### src/rtl/fetch_queue_unit_pkg.sv
// Shared constants and FSM encoding for the fetch queue unit.
package fetch_queue_unit_pkg;

  localparam int          FQ_WORD_SIZE = 32;
  localparam int          FQ_ADDR_W    = 32;
  localparam int          FQ_DEPTH     = 4;
  localparam int          FQ_PC_STEP   = 4;
  localparam logic [31:0] FQ_RESET_PC  = 32'h0000_0000;

  typedef enum logic [0:0] {
    FQ_FETCH = 1'b0,
    FQ_FLUSH = 1'b1
  } fq_state_e;

endpackage

### src/rtl/fetch_queue_unit_chk.sv
// Protocol checker for the fetch queue unit (simulation assertions only).
module fetch_queue_unit_chk (
  input logic clk,
  input logic rst_n,
  input logic mem_rvalid,
  input logic tag_empty,
  input logic tag_push,
  input logic tag_full,
  input logic q_push,
  input logic q_full
);

  a_rvalid_outstanding: assert property (@(posedge clk) disable iff (!rst_n) mem_rvalid |-> !tag_empty);
  a_tag_no_overflow:    assert property (@(posedge clk) disable iff (!rst_n) tag_push |-> !tag_full);
  a_q_no_overflow:      assert property (@(posedge clk) disable iff (!rst_n) q_push |-> !q_full);

endmodule

### src/rtl/fq_sync_fifo.sv
// Synchronous FIFO with clear; reused for the data queue and the per-request PC tags.
module fq_sync_fifo #(
  parameter  int WIDTH = 8,
  parameter  int DEPTH = 4,
  localparam int PTR_W = $clog2(DEPTH)
) (
  input  logic             clk,
  input  logic             rst_n,
  input  logic             clr,
  input  logic             push,
  input  logic             pop,
  input  logic [WIDTH-1:0] wdata,
  output logic [WIDTH-1:0] rdata,
  output logic             full,
  output logic             empty,
  output logic [PTR_W:0]   count
);

  logic [WIDTH-1:0] mem_r [DEPTH];
  logic [PTR_W:0]   wr_ptr_r;
  logic [PTR_W:0]   rd_ptr_r;

  // storage is reset so the head reads zero straight out of reset
  always_ff @(posedge clk or negedge rst_n) begin
    if (!rst_n) begin
      for (int i = 0; i < DEPTH; i++) begin
        mem_r[i] <= '0;
      end
    end else if (push && !clr) begin
      mem_r[wr_ptr_r[PTR_W-1:0]] <= wdata;
    end
  end

  // pointer update; clear dominates push and pop
  always_ff @(posedge clk or negedge rst_n) begin
    if (!rst_n) begin
      wr_ptr_r <= '0;
      rd_ptr_r <= '0;
    end else if (clr) begin
      wr_ptr_r <= '0;
      rd_ptr_r <= '0;
    end else begin
      if (push) wr_ptr_r <= wr_ptr_r + (PTR_W+1)'(1);
      if (pop)  rd_ptr_r <= rd_ptr_r + (PTR_W+1)'(1);
    end
  end

  assign count = wr_ptr_r - rd_ptr_r;
  assign full  = (count == (PTR_W+1)'(DEPTH));
  assign empty = (count == '0);
  assign rdata = mem_r[rd_ptr_r[PTR_W-1:0]];

endmodule

### src/rtl/fetch_queue_unit.sv
// Instruction fetch stage with prefetch queue and redirect flush.
// Optional alignment check on redirect targets: define FETCH_ALIGN_CHK_EN.
module fetch_queue_unit
  import fetch_queue_unit_pkg::*;
#(
  parameter int                WORD_SIZE = FQ_WORD_SIZE,
  parameter int                ADDR_W    = FQ_ADDR_W,
  parameter int                DEPTH     = FQ_DEPTH,
  parameter int                PC_STEP   = FQ_PC_STEP,
  parameter logic [ADDR_W-1:0] RESET_PC  = ADDR_W'(FQ_RESET_PC)
) (
  input  logic                 clk,
  input  logic                 rst_n,
  output logic                 mem_req,
  output logic [ADDR_W-1:0]    mem_addr,
  input  logic                 mem_gnt,
  input  logic                 mem_rvalid,
  input  logic [WORD_SIZE-1:0] mem_rdata,
  input  logic                 redirect,
  input  logic [ADDR_W-1:0]    redirect_pc,
  output logic                 ir_valid,
  input  logic                 ir_ready,
  output logic [WORD_SIZE-1:0] ir_data,
  output logic [ADDR_W-1:0]    ir_pc
`ifdef FETCH_ALIGN_CHK_EN
  ,
  output logic                 fetch_err
`endif
);

  localparam int CNT_W = $clog2(DEPTH) + 1;

  fq_state_e             state_r, state_next_s;
  logic [ADDR_W-1:0]     fetch_pc_r;
  logic [CNT_W-1:0]      discard_r, discard_next_s;
  logic                  fetch_en_r;
  logic                  mem_req_s, issue_s, credit_s, halt_s, misalign_s;
  logic                  q_push_s, q_pop_s, q_full_s, q_empty_s;
  logic                  tag_full_s, tag_empty_s;
  logic [CNT_W-1:0]      q_count_s, tag_count_s;
  logic [ADDR_W-1:0]     tag_pc_s;
  logic [ADDR_W+WORD_SIZE-1:0] q_head_s;

`ifdef FETCH_ALIGN_CHK_EN
  logic fetch_err_r;
  assign misalign_s = redirect && ((redirect_pc % ADDR_W'(PC_STEP)) != '0);
  assign halt_s     = fetch_err_r;
  assign fetch_err  = fetch_err_r;

  // sticky alignment error; only reset clears it
  always_ff @(posedge clk or negedge rst_n) begin
    if (!rst_n) begin
      fetch_err_r <= 1'b0;
    end else if (misalign_s) begin
      fetch_err_r <= 1'b1;
    end
  end
`else
  assign misalign_s = 1'b0;
  assign halt_s     = 1'b0;
`endif

  // tag count doubles as the outstanding-read counter
  assign credit_s = ({1'b0, q_count_s} + {1'b0, tag_count_s}) < (CNT_W+1)'(DEPTH);
  assign issue_s  = mem_req_s && mem_gnt;
  assign q_push_s = mem_rvalid && !redirect && (discard_r == '0);
  assign q_pop_s  = !q_empty_s && ir_ready;

  // FSM state register
  always_ff @(posedge clk or negedge rst_n) begin
    if (!rst_n) begin
      state_r <= FQ_FETCH;
    end else begin
      state_r <= state_next_s;
    end
  end

  // next-state and discard count; a redirect drops every read still in flight
  always_comb begin
    discard_next_s = discard_r;
    state_next_s   = state_r;
    if (redirect) begin
      discard_next_s = tag_count_s - CNT_W'(mem_rvalid);
      state_next_s   = (misalign_s || (discard_next_s != '0)) ? FQ_FLUSH : FQ_FETCH;
    end else if (mem_rvalid && (discard_r != '0)) begin
      discard_next_s = discard_r - CNT_W'(1);
      state_next_s   = (discard_next_s == '0) ? FQ_FETCH : state_r;
    end else if ((state_r == FQ_FLUSH) && (discard_r == '0)) begin
      state_next_s   = FQ_FETCH;
    end else begin
      state_next_s   = state_r;
    end
  end

  // FSM output: request only in FETCH with a free credit and no redirect pending
  always_comb begin
    mem_req_s = 1'b0;
    if (fetch_en_r && (state_r == FQ_FETCH) && !redirect && credit_s && !halt_s) begin
      mem_req_s = 1'b1;
    end else begin
      mem_req_s = 1'b0;
    end
  end

  // fetch address, discard counter and post-reset enable
  always_ff @(posedge clk or negedge rst_n) begin
    if (!rst_n) begin
      fetch_pc_r <= RESET_PC;
      discard_r  <= '0;
      fetch_en_r <= 1'b0;
    end else begin
      fetch_en_r <= 1'b1;
      discard_r  <= discard_next_s;
      if (redirect && !misalign_s) begin
        fetch_pc_r <= redirect_pc;
      end else if (issue_s) begin
        fetch_pc_r <= fetch_pc_r + ADDR_W'(PC_STEP);
      end
    end
  end

  fq_sync_fifo #(.WIDTH(ADDR_W), .DEPTH(DEPTH)) u_tag_fifo (
    .clk(clk), .rst_n(rst_n), .clr(1'b0),
    .push(issue_s), .pop(mem_rvalid), .wdata(fetch_pc_r), .rdata(tag_pc_s),
    .full(tag_full_s), .empty(tag_empty_s), .count(tag_count_s)
  );

  fq_sync_fifo #(.WIDTH(ADDR_W+WORD_SIZE), .DEPTH(DEPTH)) u_data_fifo (
    .clk(clk), .rst_n(rst_n), .clr(redirect),
    .push(q_push_s), .pop(q_pop_s), .wdata({tag_pc_s, mem_rdata}), .rdata(q_head_s),
    .full(q_full_s), .empty(q_empty_s), .count(q_count_s)
  );

  fetch_queue_unit_chk u_chk (
    .clk(clk), .rst_n(rst_n), .mem_rvalid(mem_rvalid), .tag_empty(tag_empty_s),
    .tag_push(issue_s), .tag_full(tag_full_s), .q_push(q_push_s), .q_full(q_full_s)
  );

  assign mem_req  = mem_req_s;
  assign mem_addr = fetch_pc_r;
  assign ir_valid = !q_empty_s;
  assign ir_pc    = q_head_s[ADDR_W+WORD_SIZE-1:WORD_SIZE];
  assign ir_data  = q_head_s[WORD_SIZE-1:0];

endmodule

### config.mk
export PLATFORM = sky130hd
export DESIGN_NAME = fetch_queue_unit
export DESIGN_NICKNAME = d
export VERILOG_FILES = /design/src/rtl/fetch_queue_unit_pkg.sv /design/src/rtl/fetch_queue_unit_chk.sv /design/src/rtl/fq_sync_fifo.sv /design/src/rtl/fetch_queue_unit.sv
export SDC_FILE = /design/constraint.sdc
export NUM_CORES = 1
export LEC_CHECK = 0
export CAP_MARGIN = 30
export CORE_MARGIN = 2
export CORE_UTILIZATION = 30
export CTS_BUF_LIST = sky130_fd_sc_hd__clkbuf_16
export CTS_CLUSTER_SIZE = 24
export DETAILED_ROUTE_END_ITERATION = 7
export PLACE_DENSITY = 0.56
export SYNTH_ARGS = -nofsm -noshare
export SYNTH_HDL_FRONTEND = slang
export SYNTH_SLANG_ARGS = --single-unit
### constraint.sdc
create_clock -name clk -period 4.85 [get_ports clk]
set_input_delay 0.7275 -clock clk [delete_from_list [all_inputs] [get_ports clk]]
set_output_delay 0.7275 -clock clk [all_outputs]
set_load 0.05 [all_outputs]
* Yosys cells after proc, flatten, opt, wreduce, memory -nomap -nowiden
Index checks and enable logic that the tools add are counted.
** Operators by class
- Add/subtract/negate cells :: 10
- $lt $le $gt $ge :: 7
- Equal/unequal tests :: 1
- Muxes and demuxes :: 26
- Bitwise operators :: 5
- Reduce and logical (&&, ||, !) cells :: 25
** Operators with widths (number)
- $bwmux W256 :: 1
- $mux W64 :: 3
- $mux W32 :: 5
- $bmux W64 S2 :: 1
- $bwmux W128 :: 1
- $demux W64 S2 :: 1
- $bmux W32 S2 :: 1
- $demux W32 S2 :: 1
- $add A32 B3 Y32 const B :: 1
- $mux W3 :: 6
- $add A3 B1 Y3 const B :: 4
- $ge A3 B3 Y1 const B :: 4
- $logic_and A1 B1 Y1 :: 12
- $not A2 Y3 :: 4
- $logic_not A3 Y1 :: 3
- $reduce_bool A3 Y1 :: 3
- $reduce_bool A2 Y1 :: 4
- $lt A3 B1 Y1 const B :: 2
- $mux W1 :: 6
- $sub A3 B3 Y3 :: 2
- $add A3 B3 Y4 :: 1
- $lt A4 B3 Y1 const B :: 1
- $ne A3 B2 Y1 const B :: 1
- $sub A3 B1 Y3 :: 1
- 4 further kinds :: 5
** Word-level totals
- Register bits :: 433
- Bits of input ports :: 70
- Output and inout port bits :: 98

* Longest topological paths before layout
- Word-level depth :: 8
- Depth in mapped cells :: 15

* Modules after synthesis
A second synthesis with hierarchy kept.
** Second synthesis, totals
- Cell total of the unflattened synthesis :: 1269
- Area, all modules :: 21444.3 µm²
** By module, submodules not included
- fq_sync_fifo at u_data_fifo :: instances 1, cells an instance 659, area an instance 12792.3 µm²
- fq_sync_fifo at u_tag_fifo :: instances 1, cells an instance 348, area an instance 6299.8 µm²
- fetch_queue_unit :: instances 1, cells an instance 262, area an instance 2352.3 µm²

* Worst setup path before layout
OpenSTA, ideal clock, no wires.
- Kind :: register to output
- From :: reg u_data_fifo.rd_ptr_r[1]
- To :: out mem_req
- Data arrival time :: 3.194 ns
- Path slack :: 0.929 ns
- Cell stages (with the launch flop) :: 11
- Path buffers :: 2
- Cell sequence :: dfrtp_1 -> clkbuf_1 -> buf_1 -> inv_1 -> fa_1 -> xor3_1 -> inv_1 -> ha_1 -> nor4b_2 -> nand2_1 -> nor2_1
** On the way
- Longest elaborated chain between the ends :: 5
** Ends and longest elaborated chain
- from (decl) :: RTL line fq_sync_fifo.sv:21 : logic [PTR_W:0] rd_ptr_r;
- from (signal assigned) :: RTL line fq_sync_fifo.sv:44 : if (pop) rd_ptr_r <= rd_ptr_r + (PTR_W+1)'(1);
- $sub A3 B3 Y3 :: RTL line fq_sync_fifo.sv:48 : assign count = wr_ptr_r - rd_ptr_r;
- $add A3 B3 Y4 :: RTL line fetch_queue_unit.sv:64 : assign credit_s = ({1'b0, q_count_s} + {1'b0, tag_count_s}) < (CNT_W+1)'(DEPTH);
- $lt A4 B3 Y1 :: RTL line fetch_queue_unit.sv:64
- $logic_and A1 B1 Y1 :: RTL line fetch_queue_unit.sv:98 : if (fetch_en_r && (state_r == FQ_FETCH) && !redirect && credit_s && !halt_s) begin
- $mux W1 :: RTL line fetch_queue_unit.sv:98
- to (decl) :: RTL line fetch_queue_unit.sv:14 : output logic mem_req,
Every way passes these cells.

* Worst setup path in the final report
- From :: reg u_data_fifo.rd_ptr_r[0]
- To :: out ir_pc[0]
** On the way
- Longest elaborated chain between the ends :: 4
** Ends and longest elaborated chain
- $not A2 Y3 (implied by the code) :: RTL line fq_sync_fifo.sv:51 : assign rdata = mem_r[rd_ptr_r[PTR_W-1:0]];
- $bmux W64 S2 :: RTL line fq_sync_fifo.sv:51
- $mux W64 (implied by the code) (2 in series) :: RTL line fq_sync_fifo.sv:51
- to (decl) :: RTL line fetch_queue_unit.sv:24 : output logic [ADDR_W-1:0] ir_pc
Every way passes these cells. The select of a mux whose other input is x is not followed.

==> results.md <==
Timing:
- The final count of negative-setup-slack endpoints is 0.
- The tightest hold path in the finished design has a slack of about 0.17 ns.
- Measured against its own limit, the worst slew margin works out to 0.360.
- On the final layout, the worst clock skew is 0.0242 ns.
- The slew at the pin closest to its max-slew limit is ~0.95 ns.
- The summed negative setup slack over all endpoints is 0 ns.
- Derived from the worst setup path, the maximum achievable clock frequency is 234 MHz.
- For the finished layout, the period the worst path requires is between 4 and 5 ns.
- Setup repair after global routing left no endpoint under its margin.
- In the finished design, the share of the clock period the worst path needs comes to 0.879.
- The number of endpoints with negative hold slack in the final report is 0.
- The final count of pins violating max slew is 0.

Worst setup path:
- The cell that appears most often on the critical path is sky130_fd_sc_hd__buf_4.
- The cell family contributing the most delay on the critical path is buffers and inverters.
- The worst setup path is launched from a register.
- The critical path goes through buf_4 -> buf_16 -> buf_4 -> mux4_2 -> clkdlybuf4s50_1.
- The kind of end point of the critical path is a primary output.
- The first element of the critical path is u_data_fifo.rd_ptr_r[0].
- For flop-to-flop paths, the worst setup slack is 1.07 ns.
- The maximum cell stage delay along the critical path is around 0.75 ns.
- The maximum fanout count along the critical path is 26.
- The highest-delay cell along the critical path is sky130_fd_sc_hd__clkdlybuf4s50_1.
- The classification of the worst setup path is register to primary output.
- Data arrives at the worst endpoint at ~3.5 ns.
- At the worst endpoint, the required time is about 4 ns.
- The origin of the critical flop-to-flop path is u_data_fifo.wr_ptr_r[0].
- The count of buffer and inverter cells on the critical path is 4.

Synthesis:
- Of the total synthesized cell area, the portion taken by XOR and XNOR cells is 0.00980.
- The sequential fraction of the synthesis area is 0.558.
- The main combinational cell family by area after synthesis is multiplexers.
- For this run, the leading register cell type out of synthesis is sky130_fd_sc_hd__dfrtp_1.
- The proportion of synthesized area in mux cells is 0.328.
- The share of flip-flops with an asynchronous set or reset is 1.00.
- The synthesized netlist net count is between 1000 and 1500.
- The post-synthesis instance total is ~1300.
- Counting flops and latches in the post-synthesis netlist gives 433.
- Of the total synthesized cell area, the portion taken by AND, OR, NAND and NOR gates is 0.0407.
- Of the total synthesized cell area, the portion taken by full adders, half adders and majority gates is 0.0150.
- The area fraction in compound gates after synthesis was 0.0263.
- Counting flops with a built-in enable in the synthesized netlist gives 0.
- The synthesized cell area is 0.0194 mm^2.
- The unique cell type count in the Yosys netlist is 50.
- The mean cell area of the mapped netlist is around 15 um^2.
- During synthesis, Yosys emitted a total of 0 warnings.

Die:
- The height of the die is about 260 um.
- The starting density of the core is 0.302.
- Pin placement for this block handled about 170 I/O pins.
- After floorplanning, the core was sized to cover around 0.064 mm^2.
- The floorplan has 93 rows.
- In this run the horizontal extent of the chip is 258 um.
- The die area is about 0.067 mm^2.

Status:
- The run finished with clean final reports.

Power and ir drop:
- For this design the static power due to leakage is around 0.011 uW.
- In this run the power density over the cells is between 500 and 600 mW/mm^2.
- VDD sags by at most 236 uV.

Run:
- Max-cap violations in this run came to 0.

Placed design:
- Summing all placed instances gives a cell area of between 0.02 and 0.025 mm^2.
- The final weighted congestion of routability-driven global placement is 0.781.
- The sum of net half-perimeters after detailed placement is 31100 um.
- The count of buffers added on input and output ports is around 170.

Finish:
- The finished cells cover ~0.024 mm^2.
- The area growth from synthesis to layout is 22.2%.
- The final net count is 1540.
- In the layout the commonest cells are sky130_fd_sc_hd__dfrtp_1, sky130_fd_sc_hd__mux2_2, sky130_fd_sc_hd__clkdlybuf4s50_1, sky130_fd_sc_hd__mux4_2, sky130_fd_sc_hd__nand2_1.
- The most common cell after layout, fill and taps aside is sky130_fd_sc_hd__dfrtp_1.
- In the final layout, the share of cells above drive strength 1 is 0.391.
- The count of fill cells added during filler insertion is slightly above 6000.
- 0 antenna diodes ended up in the layout.

CTS:
- The cell at the root of the clock tree is sky130_fd_sc_hd__clkbuf_16.
- The CTS sink count is 433.
- Buffers inserted to repair hold after CTS numbered 0.
- The H-tree generated during clock tree synthesis spans 2 levels.
- The clock tree from TritonCTS is yes.
- In this run the deepest clock path goes through 3 buffers.
- In this run the post-CTS setup repair buffer count came out at 0.
- The clock insertion delay at the later pin of the skew report is 0.59 ns.
- Gates resized during post-CTS repair numbered 0.
- The number of clock buffers inserted by TritonCTS is 52.
- The clock transition at the registers of the reported paths is 0.06 ns.

Route:
- The total number of vias is 11500.
- The average detailed-routed wire length per instance is 20.7 um.
- The length of the first detailed-routing pass in iterations is 5.
- The violation count after the first detailed-routing iteration is ~600.
- The detail route stage leaves a number of antenna-violating nets equal to 0.
- For this run, design rule violations remaining after detail routing come to 0.
- The wire length reported by the detailed router is a little under 50000 um.
- In the routed layout, each cell is associated on average with a via count of 4.92.

Global route:
- The global-route wire length before repair is approximately 75000 um.
- The number of antenna violations at the first check in global routing is 3.
- The total overflow reported by the global router is 0.
- The total global routing track utilization is 0.147.
- The number of global-route vias before repair came to between 10000 and 15000.
- Entering global routing, the biggest net connects approximately 110 pins.

Hold path:
- In this run the worst hold path is classified as input port to asynchronous set/reset pin.
[logic make-up (layout without fill, tap and decap cells)]
kind of cell,count (synthesis),in the layout
DFF,433,433
AOI/OAI and AO/OA,83,83
adders and majority gates,22,22
other,1,1
muxes,469,469
xor gates and xnor gates,20,20
and+or+nand+nor,155,155
buffers and inverters,103,305
[synth_stat cells, drive strengths merged, types with 2 or more instances]
library cell | number | area [um^2]
nand3b | 5 | 37.5
o31ai | 2 | 15.0
xor2 | 7 | 61.3
nand2 | 61 | 231
nand4 | 13 | 87.6
o211ai | 8 | 60.1
a31oi | 6 | 37.5
dfrtp | 433 | 10800
a21o | 4 | 30.0
fa | 2 | 40.0
nor3 | 10 | 55.1
nor2b | 4 | 25.0
nor4 | 5 | 61.3
and2 | 3 | 18.8
inv | 18 | 67.6
ha | 20 | 250
nand2b | 2 | 12.5
o21ai | 39 | 195
clkbuf | 47 | 178
or3 | 3 | 18.8
nand3 | 22 | 110
buf | 38 | 186
mux2i | 2 | 20.0
mux4 | 96 | 2160
a221o | 5 | 50.1
a21oi | 11 | 55.1
mux2 | 371 | 4180
o311ai | 3 | 26.3
nor2 | 21 | 78.8
xnor2 | 12 | 105
[final timing paths]
| path | to | depth (start not counted) |
|---|---|---|
| worst max-delay path | ir_pc[0] | 5 |
| worst min-delay path | u_data_fifo.mem_r[208] | 1 |
| worst max register to register | u_tag_fifo.mem_r[49] | 13 |
| worst min register to register | u_tag_fifo.mem_r[127] | 2 |
| max in group asynchronous | u_tag_fifo.mem_r[68] | 2 |
| min in group clk | u_tag_fifo.mem_r[127] | 2 |
[cell type report]
class | instances | area (um^2) | share of cell area
multi-input cells | 750 | 8180 | 0.345
inverters | 18 | 67.6 | 0.00285
repair buffers | 193 | 1970 | 0.0831
flip-flops and latches | 433 | 10800 | 0.457
clock inverters | 41 | 274 | 0.0115
clock buffers | 53 | 1330 | 0.0559
well taps | 855 | 1070 | 0.0451
[stage by stage]
| step | utilization | std cells | setup WS [ns] | power (uW) |
|---|---|---|---|---|
| finish | 0.369 | 2343 | 0.585 | 12100 |
| global route | 0.369 | 2343 | 0.318 | 12700 |
| CTS | 0.369 | 2343 | 0.420 | 12300 |
| detailed placement | 0.345 | 2249 | 1.06 | 8570 |
| global placement | 0.344 | 2248 | 0.898 | 8470 |
| floorplan | - | 1286 | 0.929 | 7290 |
[flip-flops by register name, summed over array words and instances, names as in the netlist]
signal                count
u_tag_fifo.wr_ptr_r       3
u_tag_fifo.mem_r        128
mem_addr                 32
discard_r                 3
state_r                   1
u_data_fifo.mem_r       256
u_tag_fifo.rd_ptr_r       3
u_data_fifo.rd_ptr_r      3
fetch_en_r                1
u_data_fifo.wr_ptr_r      3
[where the power goes]
part           internal (uW)  switching, uW  leakage, uW  total, uW
registers               4260            398      0.00588       4660
logic                   1660           2120      0.00427       3780
clock network           2130           1510     0.000832       3640
[per-layer routing]
layer,global-route usage,routed length (um)
met1,0.195,21500
met2,0.239,23200
met3,0.0372,2720
met4,0.0385,1020
met5,0,32
[worst register-to-register path: stages (launching register included)]
cell                      delay [ns]
sky130_fd_sc_hd__dfrtp_1        0.40
sky130_fd_sc_hd__inv_1          0.15
sky130_fd_sc_hd__ha_1           0.17
sky130_fd_sc_hd__inv_1          0.04
sky130_fd_sc_hd__fa_1           0.35
sky130_fd_sc_hd__xor3_1         0.40
sky130_fd_sc_hd__inv_1          0.05
sky130_fd_sc_hd__ha_1           0.20
sky130_fd_sc_hd__nor4b_2        0.33
sky130_fd_sc_hd__and4b_1        0.29
sky130_fd_sc_hd__buf_4          0.30
sky130_fd_sc_hd__nand2_2        0.31
sky130_fd_sc_hd__buf_4          0.35
sky130_fd_sc_hd__mux2_2         0.33
Power figures use the tool's default switching activity.
